File: src/rtl/bnn_pkg.sv
// bnn_pkg: shared constants, index widths and scheduler state type for the BNN conv stage
package bnn_pkg;
  localparam int IMG_DIM = 28;
  localparam int K_DIM = 3;
  localparam int N_FILT = 8;
  localparam int OUT_DIM = IMG_DIM - K_DIM + 1;
  localparam int FW = $clog2(N_FILT);
  localparam int RW = $clog2(OUT_DIM);
  typedef enum logic [2:0] {IDLE, WAIT_LOAD, RUN, DRAIN, DONE} sched_state_t;
endpackage

File: src/rtl/xnor_popcount9.sv
// xnor_popcount9: combinational XNOR-popcount of a 3x3 binary window against a 3x3 binary kernel
//   i_win [8:0] window bits, i_ker [8:0] kernel bits (same bit pairing), o_pop [3:0] matches 0..9
module xnor_popcount9 (
  input  logic [8:0] i_win,
  input  logic [8:0] i_ker,
  output logic [3:0] o_pop
);
  logic [8:0] w_match;
  assign w_match = ~(i_win ^ i_ker);
  always_comb begin
    o_pop = '0;
    for (int k = 0; k < 9; k++) o_pop = o_pop + {3'b000, w_match[k]};
  end
endmodule

File: src/rtl/bnn_conv_sched.sv
// bnn_conv_sched: walks every 3x3 window per filter, emits thresholded XNOR-popcounts on a valid/ready stream
//   clk, reset_n (async, active-low); start/abort/load_done control; pixels[r][c], weights[f][i][j] data in;
//   out_valid/out_ready handshake with out_bit, out_pop, out_f, out_r, out_c; busy (not IDLE), done (1-cycle pulse)
module bnn_conv_sched #(
  parameter int IMG_DIM = bnn_pkg::IMG_DIM,
  parameter int K_DIM = bnn_pkg::K_DIM,
  parameter int N_FILT = bnn_pkg::N_FILT,
  parameter int THRESH = 5
) (
  input  logic                     clk,
  input  logic                     reset_n,
  input  logic                     start,
  input  logic                     abort,
  input  logic                     load_done,
  input  logic [IMG_DIM-1:0]       pixels [0:IMG_DIM-1],
  input  logic [2:0][2:0]          weights [0:N_FILT-1],
  output logic                     out_valid,
  input  logic                     out_ready,
  output logic                     out_bit,
  output logic [3:0]               out_pop,
  output logic [bnn_pkg::FW-1:0]   out_f,
  output logic [bnn_pkg::RW-1:0]   out_r,
  output logic [bnn_pkg::RW-1:0]   out_c,
  output logic                     busy,
  output logic                     done
);
  import bnn_pkg::*;
  localparam logic [RW-1:0] LAST = RW'(IMG_DIM - K_DIM);
  localparam logic [FW-1:0] FLAST = FW'(N_FILT - 1);
  sched_state_t r_st, w_nst;
  logic [FW-1:0] r_f;
  logic [RW-1:0] r_r, r_c;
  logic [8:0] w_win, w_ker;
  logic [3:0] w_pop;
  logic w_abort, w_adv, w_hs, w_cw, w_rw, w_last;
  for (genvar i = 0; i < 3; i++) begin : g_row
    for (genvar j = 0; j < 3; j++) begin : g_col
      assign w_win[i*3+j] = pixels[r_r + RW'(i)][r_c + RW'(j)];
      assign w_ker[i*3+j] = weights[r_f][i][j];
    end
  end
  xnor_popcount9 u_pop (.i_win(w_win), .i_ker(w_ker), .o_pop(w_pop));
  assign w_abort = abort && (r_st != IDLE);
  // Issue whenever the output register is empty or drains this cycle.
  assign w_adv = (r_st == RUN) && (!out_valid || out_ready);
  assign w_hs = out_valid && out_ready;
  assign w_cw = r_c == LAST;
  assign w_rw = r_r == LAST;
  assign w_last = w_cw && w_rw && (r_f == FLAST);
  assign busy = r_st != IDLE;
  assign done = r_st == DONE;
  always_comb begin
    w_nst = r_st;
    if (w_abort) w_nst = IDLE;
    else
      case (r_st)
        IDLE:      w_nst = start ? (load_done ? RUN : WAIT_LOAD) : IDLE;
        WAIT_LOAD: w_nst = load_done ? RUN : WAIT_LOAD;
        RUN:       w_nst = (w_adv && w_last) ? DRAIN : RUN;
        DRAIN:     w_nst = w_hs ? DONE : DRAIN;
        default:   w_nst = IDLE;
      endcase
  end
  always_ff @(posedge clk or negedge reset_n)
    if (!reset_n) begin
      r_st <= IDLE;
      r_f <= '0;
      r_r <= '0;
      r_c <= '0;
      out_valid <= 1'b0;
      out_bit <= 1'b0;
      out_pop <= '0;
      out_f <= '0;
      out_r <= '0;
      out_c <= '0;
    end else begin
      r_st <= w_nst;
      if (w_abort) begin
        out_valid <= 1'b0;
        r_f <= '0;
        r_r <= '0;
        r_c <= '0;
      end else if (w_adv) begin
        out_valid <= 1'b1;
        out_bit <= w_pop >= 4'(THRESH);
        out_pop <= w_pop;
        out_f <= r_f;
        out_r <= r_r;
        out_c <= r_c;
        r_c <= w_cw ? '0 : r_c + 1'b1;
        r_r <= w_cw ? (w_rw ? '0 : r_r + 1'b1) : r_r;
        r_f <= (w_cw && w_rw) ? ((r_f == FLAST) ? '0 : r_f + 1'b1) : r_f;
      end else if (out_ready) out_valid <= 1'b0;
    end
endmodule

File: config.mk
export PLATFORM = sky130hd
export DESIGN_NAME = bnn_conv_sched
export DESIGN_NICKNAME = d
export VERILOG_FILES = /design/src/rtl/bnn_pkg.sv /design/src/rtl/xnor_popcount9.sv /design/src/rtl/bnn_conv_sched.sv
export SDC_FILE = /design/constraint.sdc
export NUM_CORES = 1
export LEC_CHECK = 0
export ABC_AREA = 1
export CELL_PAD_IN_SITES_DETAIL_PLACEMENT = 0
export CELL_PAD_IN_SITES_GLOBAL_PLACEMENT = 1
export CORE_AREA = 2 2 347 349
export CTS_CLUSTER_SIZE = 28
export DETAILED_ROUTE_END_ITERATION = 6
export DIE_AREA = 0 0 349 351
export PLACE_DENSITY_LB_ADDON = 0.05
export REMOVE_ABC_BUFFERS = 1
export SLEW_MARGIN = 20
export SYNTH_ARGS = -nofsm -noshare
export SYNTH_HDL_FRONTEND = slang
export SYNTH_SLANG_ARGS = --single-unit
File: constraint.sdc
create_clock -name clk -period 16.4 [get_ports clk]
set_input_delay 4.1 -clock clk [delete_from_list [all_inputs] [get_ports clk]]
set_output_delay 4.1 -clock clk [all_outputs]
set_load 0.02 [all_outputs]
* Word-level counts from Yosys, hierarchy flattened
Index checks and enable logic that the tools add are counted.
** Storage, ports and cells
- Flip-flop bits (word level) :: 35
- Input port bits :: 862
- Output and inout port bits :: 21
- Logic and storage cells :: 112
** Operators by class
- $add $sub $neg :: 13
- Order comparisons :: 8
- Eq/ne operators :: 7
- Multiplexer cells :: 50
- Bitwise logic cells :: 7
- Reduce and logical (&&, ||, !) cells :: 17
** Operators by type and width (number)
- binary-select mux 28 bit (select 5 bit) :: 3
- two-way mux 28 bit :: 6
- binary-select mux 1 bit (select 5 bit) :: 9
- two-way mux 5 bit :: 7
- adder 4 x 1 -> 4 bit :: 7
- binary-select mux 9 bit (select 3 bit) :: 1
- two-way mux 3 bit :: 7
- greater-or-equal comparator 6 bit, second input constant :: 3
- less-than comparator 5 x 6 -> 1 bit, second input constant :: 3
- two-way mux 9 bit :: 2
- inverter 5 -> 6 bit :: 3
- two-way mux 1 bit :: 13
- case mux 3 bit (4 select lines) :: 1
- adder 5 x 1 -> 5 bit, second input constant :: 2
- adder 5 x 2 -> 5 bit, second input constant :: 2
- == test 5 bit, second input constant :: 2
- inverter 9 bit :: 1
- bitwise XOR 9 bit :: 1
- == test 3 x 2 -> 1 bit, second input constant :: 2
- == test 3 bit, second input constant :: 2
- logical AND 1 bit :: 6
- AND reduction 2 bit :: 3
- nonzero test 2 bit :: 3
- nonzero test 3 bit :: 2
- other kinds (11) :: 11

* Logic depth before layout (Yosys ltp)
Gate-level depths: netlist of run 1.
- Depth in word-level cells :: 18
- Gate-level depth with buffers :: 35
- Mapped depth without buffers :: 32

* By module
Synthesis of run 1 repeated with hierarchy kept, for this count alone.
** Unflattened totals
- Cells, all modules :: 5468
- Area total of the unflattened synthesis :: 25503.2 um^2
** Modules (own cells, without submodules)
- bnn_conv_sched :: times used 1, cells each 5401, area each 25151.6 um^2
- xnor_popcount9 :: times used 1, cells each 67, area each 351.6 um^2

* Worst setup path before layout of run 1
No wires, ideal clock.
- Path type :: input to register
- Start point :: input port pixels[95] (netlist bit)
- End point :: register out_bit
- Library setup time :: 0.127 ns
- Arrival time :: 8.012 ns
- Setup slack :: 8.261 ns
- Cell stages on the path :: 30
- Buffers on the path :: 0
- Cell sequence :: or2_2 -> o21ai_1 -> nand2_1 -> nand3_1 -> nand2_1 -> inv_2 -> nand2_1 -> nand2_1 -> nand2_1 -> nand3_1 -> nand2_1 -> nand2_1 -> nand2_1 -> clkinv_1 -> nand3_1 -> nand3b_1 -> nand2_1 -> ha_1 -> inv_1 -> fa_1 -> inv_1 -> fa_1 -> fa_1 -> ha_1 -> inv_1 -> fa_1 -> xnor2_1 -> nand2_1 -> a21oi_1 -> nand3b_1
** On the way
- Cells in the longest elaborated chain, start to end :: 16
- Elaborated cells between the ends (all ways) :: 38
- Those cells by class :: 8 x add/sub; 1 x order compare; 27 x mux; 2 x bitwise
** RTL lines
- from (decl) :: RTL line bnn_conv_sched.sv:15 : input logic [IMG_DIM-1:0] pixels [0:IMG_DIM-1],
- binary-select mux 28 bit (select 5 bit) :: RTL line bnn_conv_sched.sv:38 : assign w_win[i*3+j] = pixels[r_r + RW'(i)][r_c + RW'(j)];
- two-way mux 28 bit (not written as such) (2 in series) :: RTL line bnn_conv_sched.sv:38
- binary-select mux 1 bit (select 5 bit) :: RTL line bnn_conv_sched.sv:38
- two-way mux 1 bit (not written as such) :: RTL line bnn_conv_sched.sv:38
- bitwise XOR 9 bit (*) :: RTL line xnor_popcount9.sv:9 : assign w_match = ~(i_win ^ i_ker);
- inverter 9 bit (*) :: RTL line xnor_popcount9.sv:9
- adder 1 x 1 -> 2 bit :: RTL line xnor_popcount9.sv:12 : for (int k = 0; k < 9; k++) o_pop = o_pop + {3'b000, w_match[k]};
- adder 4 x 1 -> 4 bit (6 in series) :: RTL line xnor_popcount9.sv:12
- adder 4 x 1 -> 4 bit (*) :: RTL line xnor_popcount9.sv:12
- greater-or-equal comparator 4 x 3 -> 1 bit (*) :: RTL line bnn_conv_sched.sv:85 : out_bit <= w_pop >= 4'(THRESH);
- to (signal assigned) :: RTL line bnn_conv_sched.sv:85
- to (decl) :: RTL line bnn_conv_sched.sv:19 : output logic out_bit,
Every way passes the cells marked *; elsewhere a longest branch is shown, timed or not. The select of a mux whose other input is x is not followed.
A chain may end at the register's enable or synchronous reset.

* Final worst setup path of run 1
- Start point :: input port pixels[499] (netlist bit)
- End point :: register out_bit
Same word-level chain as after synthesis.

==> impl_metrics.tcl, run 1 <==
set metrics [dict create \
    power-per-cell-area_nw_per_um2 115 \
    placement_rows 127 \
    clk_transition_reported_paths_ns 0.06 \
    period_needed_ns 9.05 \
    fp.dieW_microns 349 \
    netlist_top_cells_count "nand2_1 (1903), nand3_1 (1519), nor2_1 (406)" \
    synth_seq_area_share_pct 3.50 \
    globalRouteOverflowTotal 0 \
    timing.max_cap.violations 0 \
    final_util_pct 29.0 \
    worst_path_largest_cell_delay_ns 0.54 \
    slew_violations 0 \
    setup_viol 0 \
    critPathLaunch "pixels[499]" \
    critical_path.endpoint "out_bit$_DFFE_PN0P_" \
    critPathMostFrequentCell "nand2_1" \
    clk_latency_ns 0.29 \
    detail_route.drc_violations 0 \
    num_io_pins 883 \
    design.die.area_sq_um 122000 \
    synthesis.area_sq_um 25000 \
    crit_path_top_delay_cell "clkdlybuf4s50_1" \
    synthFlopType "dfrtp_1" \
    layout-drive-gt1-share_pct 2.23 \
    max-vdd-ir-drop_v 0.000189 \
    grt_start_max_net_pins 194 \
    synth.avg_cell_area_sq_um 4.69 \
    ys_top_cells_by_area "nand3_1 (30%), nand2_1 (29%), o21ai_0 (6.2%)" \
    cts_tree "built" \
    postCtsSetupBuffers 0 \
    holdWs_ns 0.486 \
    fin_tns_setup_ns 0 \
    netlist_instances 5332 \
    dr.first_iter.drc_count 3326 \
    dr.pass1.iters 6 \
    report.final.hold_viol_count 0 \
    root_buffer "clkbuf_16" \
    cp_data_required_time_ns 16.57 \
    maximum_clock_skew_at_final_layout_ns 0.0100 \
    worst_hold_path_type "reg2reg" \
    cp-end-kind "flop" \
    route.detailed.wl_per_inst_microns 25.1 \
    post-synth-top-area-fraction_pct 30.4 \
    grt_util_all_layers_pct 28.8 \
    synth-async-reset-ratio_pct 100 \
    r2r_cells 29 \
    status "complete, no violations" \
    crit_path_max_fanout 2 \
    yosysWarningCount 0 \
    clock_tree.buffer_depth 2 \
    fmax_ghz 0.110 \
    cts.sink_count 35 \
    synth_area_leader_cell "nand3_1" \
    timing.critical_path.from_type "input pin" \
    route.vias.total 38800 \
    grt_first_pass_wirelength_mm 261 \
    stdcell_area_sq_um 34500 \
    path_class "in2reg" \
    reg2reg_setup_slack_ns 8.38 \
    floorplan.die.height_microns 351 \
    reg2reg_from "r_r[1]$_DFFE_PN0P_" \
    layout_worst_path_cycle_share_pct 55.2 \
    port_buffers 882 \
    antenna_left 0 \
    synth_enable_flop_cells 0 \
    p_total_mw 3.97 \
    cts-buffers-inserted 5 \
    gp_congestion 0.865 \
    timing.max_slew.rel_slack_pct 30.8 \
    via_per_inst 5.24 \
    synth.distinct_cells 41 \
    post_layout_nonfiller_instances 7412 \
    h-tree-depth 2 \
    first_global_vias 37100 \
    yosys.cell_count.top_type "nand2_1" \
    syn_to_final_growth_pct 38.0 \
    initial_core_util_pct 21.0 \
    critPathArrivalTime_ns 9.23 \
    grt_setup_unrepaired "no" \
    ctsResizeCount 0 \
    dp_slack_ns 7.04 \
    core_area_sq_um 119000 \
    setup_ws_ns 7.35 \
    grt_antenna_before_repair 65 \
    power.static_leakage_nw 15.3 \
    critical_path.reg2reg.endpoint "out_bit$_DFFE_PN0P_" \
    fin_nets 6708 \
    dp_hpwl_mm 137 \
    number_of_placed_instances_taps_included 7368 \
    drt_wl_total_mm 186 \
    postSynthRegisterBits 35 \
    worst_pin_slew_ns 1.04 \
    placement.cell_area_sq_um 34300 \
    cts.hold.buffers_added 0 \
]
-- per-layer routing --
| metal | vias up | wire length, microns | track usage, % |
|---|---|---|---|
| li1 | 18800 | - | - |
| met1 | 18300 | 79300 | 36.0 |
| met2 | 1360 | 90600 | 50.9 |
| met3 | 220 | 11200 | 4.23 |
| met4 | 52 | 4830 | 7.93 |
| met5 | - | 351 | 0 |
-- placed cells by master (no fill, tap or decap), drive strengths merged, types with 36 or more instances in the layout --
cell type	n
o21ai	358
clkdlybuf4s50	881
nor2	408
buf	62
nand2	1904
diode	36
nand3	1520
a21oi	60
inv	259
o211ai	195
-- flip-flops by register name (all words and copies together), names as in the netlist --
signal	flops
out_pop	4
r_r	5
r_f	3
out_bit	1
r_c	5
r_st	3
out_valid	1
out_f	3
out_c	5
out_r	5
-- worst min path at each step --
stage	from	end	slack [ns]	cells past startpoint
5_1_grt	out_r[4]$_DFFE_PN0P_	out_r[4]$_DFFE_PN0P_	0.51	2
3_3_place_gp	out_pop[3]$_DFFE_PN0P_	out_pop[3]$_DFFE_PN0P_	0.46	2
4_1_cts	out_r[4]$_DFFE_PN0P_	out_r[4]$_DFFE_PN0P_	0.49	2
2_1_floorplan	r_st[2]$_DFF_PN0_	r_st[2]$_DFF_PN0_	0.49	1
6_report	out_r[2]$_DFFE_PN0P_	out_r[2]$_DFFE_PN0P_	0.49	2
3_5_place_dp	out_r[4]$_DFFE_PN0P_	out_r[4]$_DFFE_PN0P_	0.47	2
-- critical path: cells and delay by family --
kind,cells,cell delay [ns]
AOI/OAI and AO/OA,2,0.37
xor gates and xnor gates,1,0.13
adders and majority gates,6,2.30
buffers and inverters,5,0.77
and+or+nand+nor,15,1.55
-- layout make-up --
type / count / area (sq um)
multi-input cells: 4580 / 21100
clock buffers: 5 / 125
repair buffers: 943 / 9340
well taps: 1548 / 1940
diodes: 36 / 90.1
flip-flops and latches: 35 / 896
clock inverters: 3 / 43.8
inverters: 262 / 1020
fillers: 13900 / 84500
-- report_power, final --
| group | switching (mW) | internal, mW |
|---|---|---|
| combinational | 2.46 | 1.24 |
| sequential | 0.0507 | 0.115 |
| clock | 0.0411 | 0.0718 |
| total | 2.55 | 1.43 |
-- kinds of logic (layout without fill, tap and decap cells) --
kind of cell               after synthesis  in the layout  share of synthesized area, %
AOI/OAI and AO/OA                      662            662                          15.5
xor gates and xnor gates                 8              8                         0.415
adders and majority gates               19             19                          1.10
buffers and inverters                  717           1213                          12.7
DFF                                     35             35                          3.50
muxes                                    8              8                         0.320
other                                    0             36                             0
and+or+nand+nor                       3883           3883                          66.4
(Power assumes the default switching activity.)
==> run 2, diff against run 1 <==
--- a/config.mk
+++ b/config.mk
@@ -8,10 +8,10 @@
 export ABC_AREA = 1
 export CELL_PAD_IN_SITES_DETAIL_PLACEMENT = 0
 export CELL_PAD_IN_SITES_GLOBAL_PLACEMENT = 1
-export CORE_AREA = 2 2 347 349
+export CORE_AREA = 2 2 344 346
 export CTS_CLUSTER_SIZE = 28
 export DETAILED_ROUTE_END_ITERATION = 6
-export DIE_AREA = 0 0 349 351
+export DIE_AREA = 0 0 346 348
 export PLACE_DENSITY_LB_ADDON = 0.05
 export REMOVE_ABC_BUFFERS = 1
 export SLEW_MARGIN = 20
==> constraint.sdc (replaced) <==
create_clock -name clk -period 9.5 [get_ports clk]
set_input_delay 2.375 -clock clk [delete_from_list [all_inputs] [get_ports clk]]
set_output_delay 2.375 -clock clk [all_outputs]
set_load 0.02 [all_outputs]
==> run 2 against run 1 <==
Effect of this change: cell area increased by 0.31%; clock-buffer cell count increased by 1; critical path type unchanged; die area decreased by 1.7%; cell count decreased by 0.19%; register-to-register slack got worse by 6.2 ns.
==> impl_metrics.tcl, run 2 (same netlist as run 1, synthesis figures left out) <==
set metrics [dict create \
    status "complete, no violations" \
    placement_rows 126 \
    power.switching_fraction_pct 64.1 \
    globalRouteOverflowTotal 0 \
    slew_violations 0 \
    reg2reg_from "r_r[1]$_DFFE_PN0P_" \
    route.detailed.wl_per_inst_microns 25.0 \
    clk_latency_ns 0.29 \
    cts_tree "built" \
    critPathArrivalTime_ns 7.56 \
    h-tree-depth 2 \
    grt_setup_unrepaired "no" \
    critical_path.reg2reg.endpoint "out_bit$_DFFE_PN0P_" \
    core_area_sq_um 117000 \
    max-vdd-ir-drop_v 0.000421 \
    postCtsSetupBuffers 0 \
    via_per_inst 5.20 \
    grt_first_pass_wirelength_mm 261 \
    dp_slack_ns 1.80 \
    cp_data_required_time_ns 9.72 \
    seq_power_share_pct 4.3 \
    gp_congestion 0.882 \
    setup_viol 0 \
    floorplan.die.height_microns 348 \
    fp.dieW_microns 346 \
    worst_path_largest_cell_delay_ns 0.53 \
    antenna_left 0 \
    timing.critical_path.from_type "input pin" \
    initial_core_util_pct 21.4 \
    layout_worst_path_cycle_share_pct 77.2 \
    syn_to_final_growth_pct 38.4 \
    crit_path_top_delay_cell "clkdlybuf4s50_1" \
    power.clock.fraction_pct 3.0 \
    fin_nets 6711 \
    reg2reg_setup_slack_ns 2.18 \
    design.die.area_sq_um 120000 \
    crit_path_max_fanout 2 \
    cp-end-kind "flop" \
    port_buffers 882 \
    switching_power_total_mw 4.44 \
    clock_tree.buffer_depth 2 \
    period_needed_ns 7.34 \
    dr.first_iter.drc_count 3027 \
    fin_tns_setup_ns 0 \
    cts-buffers-inserted 5 \
    report.final.hold_viol_count 0 \
    dr.pass1.iters 5 \
    p_int_mw 2.49 \
    detail_route.drc_violations 0 \
    layout-drive-gt1-share_pct 2.28 \
    grt_antenna_before_repair 54 \
    timing.hold.worst_path_depth 2 \
    critPathMostFrequentCell "nand2_1" \
    dp_hpwl_mm 136 \
    clk_transition_reported_paths_ns 0.07 \
    layout.cells.most_common "nand2_1" \
    holdWs_ns 0.483 \
    worst_pin_slew_ns 1.09 \
    nFillCells 13800 \
    path_class "in2reg" \
    timing.max_cap.violations 0 \
    hold_path_startpoint "out_r[3]$_DFFE_PN0P_" \
    num_io_pins 883 \
    root_buffer "clkbuf_16" \
    drt_wl_total_mm 185 \
    cts.hold.buffers_added 0 \
    cts.sink_count 35 \
    maximum_clock_skew_at_final_layout_ns 0.0128 \
    power.static_leakage_nw 15.3 \
    commonest_cells_after_routing_fill_and_taps_aside "nand2_1 (1902), nand3_1 (1519), clkdlybuf4s50_1 (881)" \
    timing.max_slew.rel_slack_pct 27.2 \
    grt_start_max_net_pins 215 \
    route.vias.total 38500 \
    fmax_ghz 0.136 \
    r2r_cells 27 \
    first_global_vias 36600 \
    worstHoldEndpoint "out_r[3]$_DFFE_PN0P_" \
    worst_hold_path_type "reg2reg" \
    ctsResizeCount 0 \
    grt_util_all_layers_pct 29.1 \
    setup_ws_ns 2.16 \
    comb_power_share_pct 92.7 \
    power-per-cell-area_nw_per_um2 200 \
]
==> run 2: layout make-up <==
class                      instances  area, sq um  share of cell area (%)
inverter                         262         1020                    2.94
clock buffer                       6          139                   0.401
clock inverter                     2         38.8                   0.112
antenna                           31         77.6                   0.224
tap                             1536         1920                    5.55
multi-input combinational       4580        21100                    60.9
sequential                        35          896                    2.59
timing repair buffer             946         9470                    27.3
==> run 2: worst max-delay path, delay by kind of cell <==
kind | cells | cell delay [ns]
AO/OA/AOI/OAI | 1 | 0.12
XOR/XNOR | 1 | 0.16
adder cells (fa/ha/maj) | 6 | 2.31
buffers and inverters | 4 | 0.70
AND/OR/NAND/NOR | 17 | 1.88
==> run 2: power by group through the flow <==
stage / Clock [mW] / Combinational, mW / Sequential [mW]
floorplan: 0 / 4.23 / 0.553
global placement: 0 / 6.44 / 0.302
detailed placement: 0 / 6.45 / 0.302
CTS: 0.208 / 6.47 / 0.299
global route: 0.213 / 7.18 / 0.310
finish: 0.205 / 6.43 / 0.301
==> run 2: worst max path at each step <==
| stage | start | end | slack [ns] |
|---|---|---|---|
| after detailed placement | pixels[197] | out_bit$_DFFE_PN0P_ | 1.80 |
| final | pixels[197] | out_bit$_DFFE_PN0P_ | 2.16 |
| after floorplan | r_r[0]$_DFFE_PN0P_ | out_bit$_DFFE_PN0P_ | -32.84 |
| after CTS | pixels[197] | out_bit$_DFFE_PN0P_ | 2.07 |
| after global placement | pixels[197] | out_bit$_DFFE_PN0P_ | 1.76 |
| after global routing | r_r[1]$_DFFE_PN0P_ | out_bit$_DFFE_PN0P_ | 1.73 |
==> run 2: metrics by stage <==
| step | total power, mW | instances | util (%) | area, sq um |
|---|---|---|---|---|
| after floorplan | 4.79 | 4877 | - | 22800 |
| after global placement | 6.74 | 7359 | 29.4 | 34400 |
| after detailed placement | 6.75 | 7359 | 29.4 | 34400 |
| after CTS | 6.97 | 7367 | 29.5 | 34600 |
| after global routing | 7.71 | 7393 | 29.6 | 34600 |
| final | 6.93 | 7398 | 29.6 | 34600 |
==> run 2: layer usage <==
metal | track usage (%) | routed length, microns | vias up | part of all wire [%]
li1 | - | - | 18800 | -
met1 | 36.4 | 79400 | 18200 | 43
met2 | 52.5 | 92100 | 1222 | 50
met3 | 4.02 | 9950 | 161 | 5.4
met4 | 6.53 | 3480 | 42 | 1.9
met5 | 0 | 299 | - | 0.16
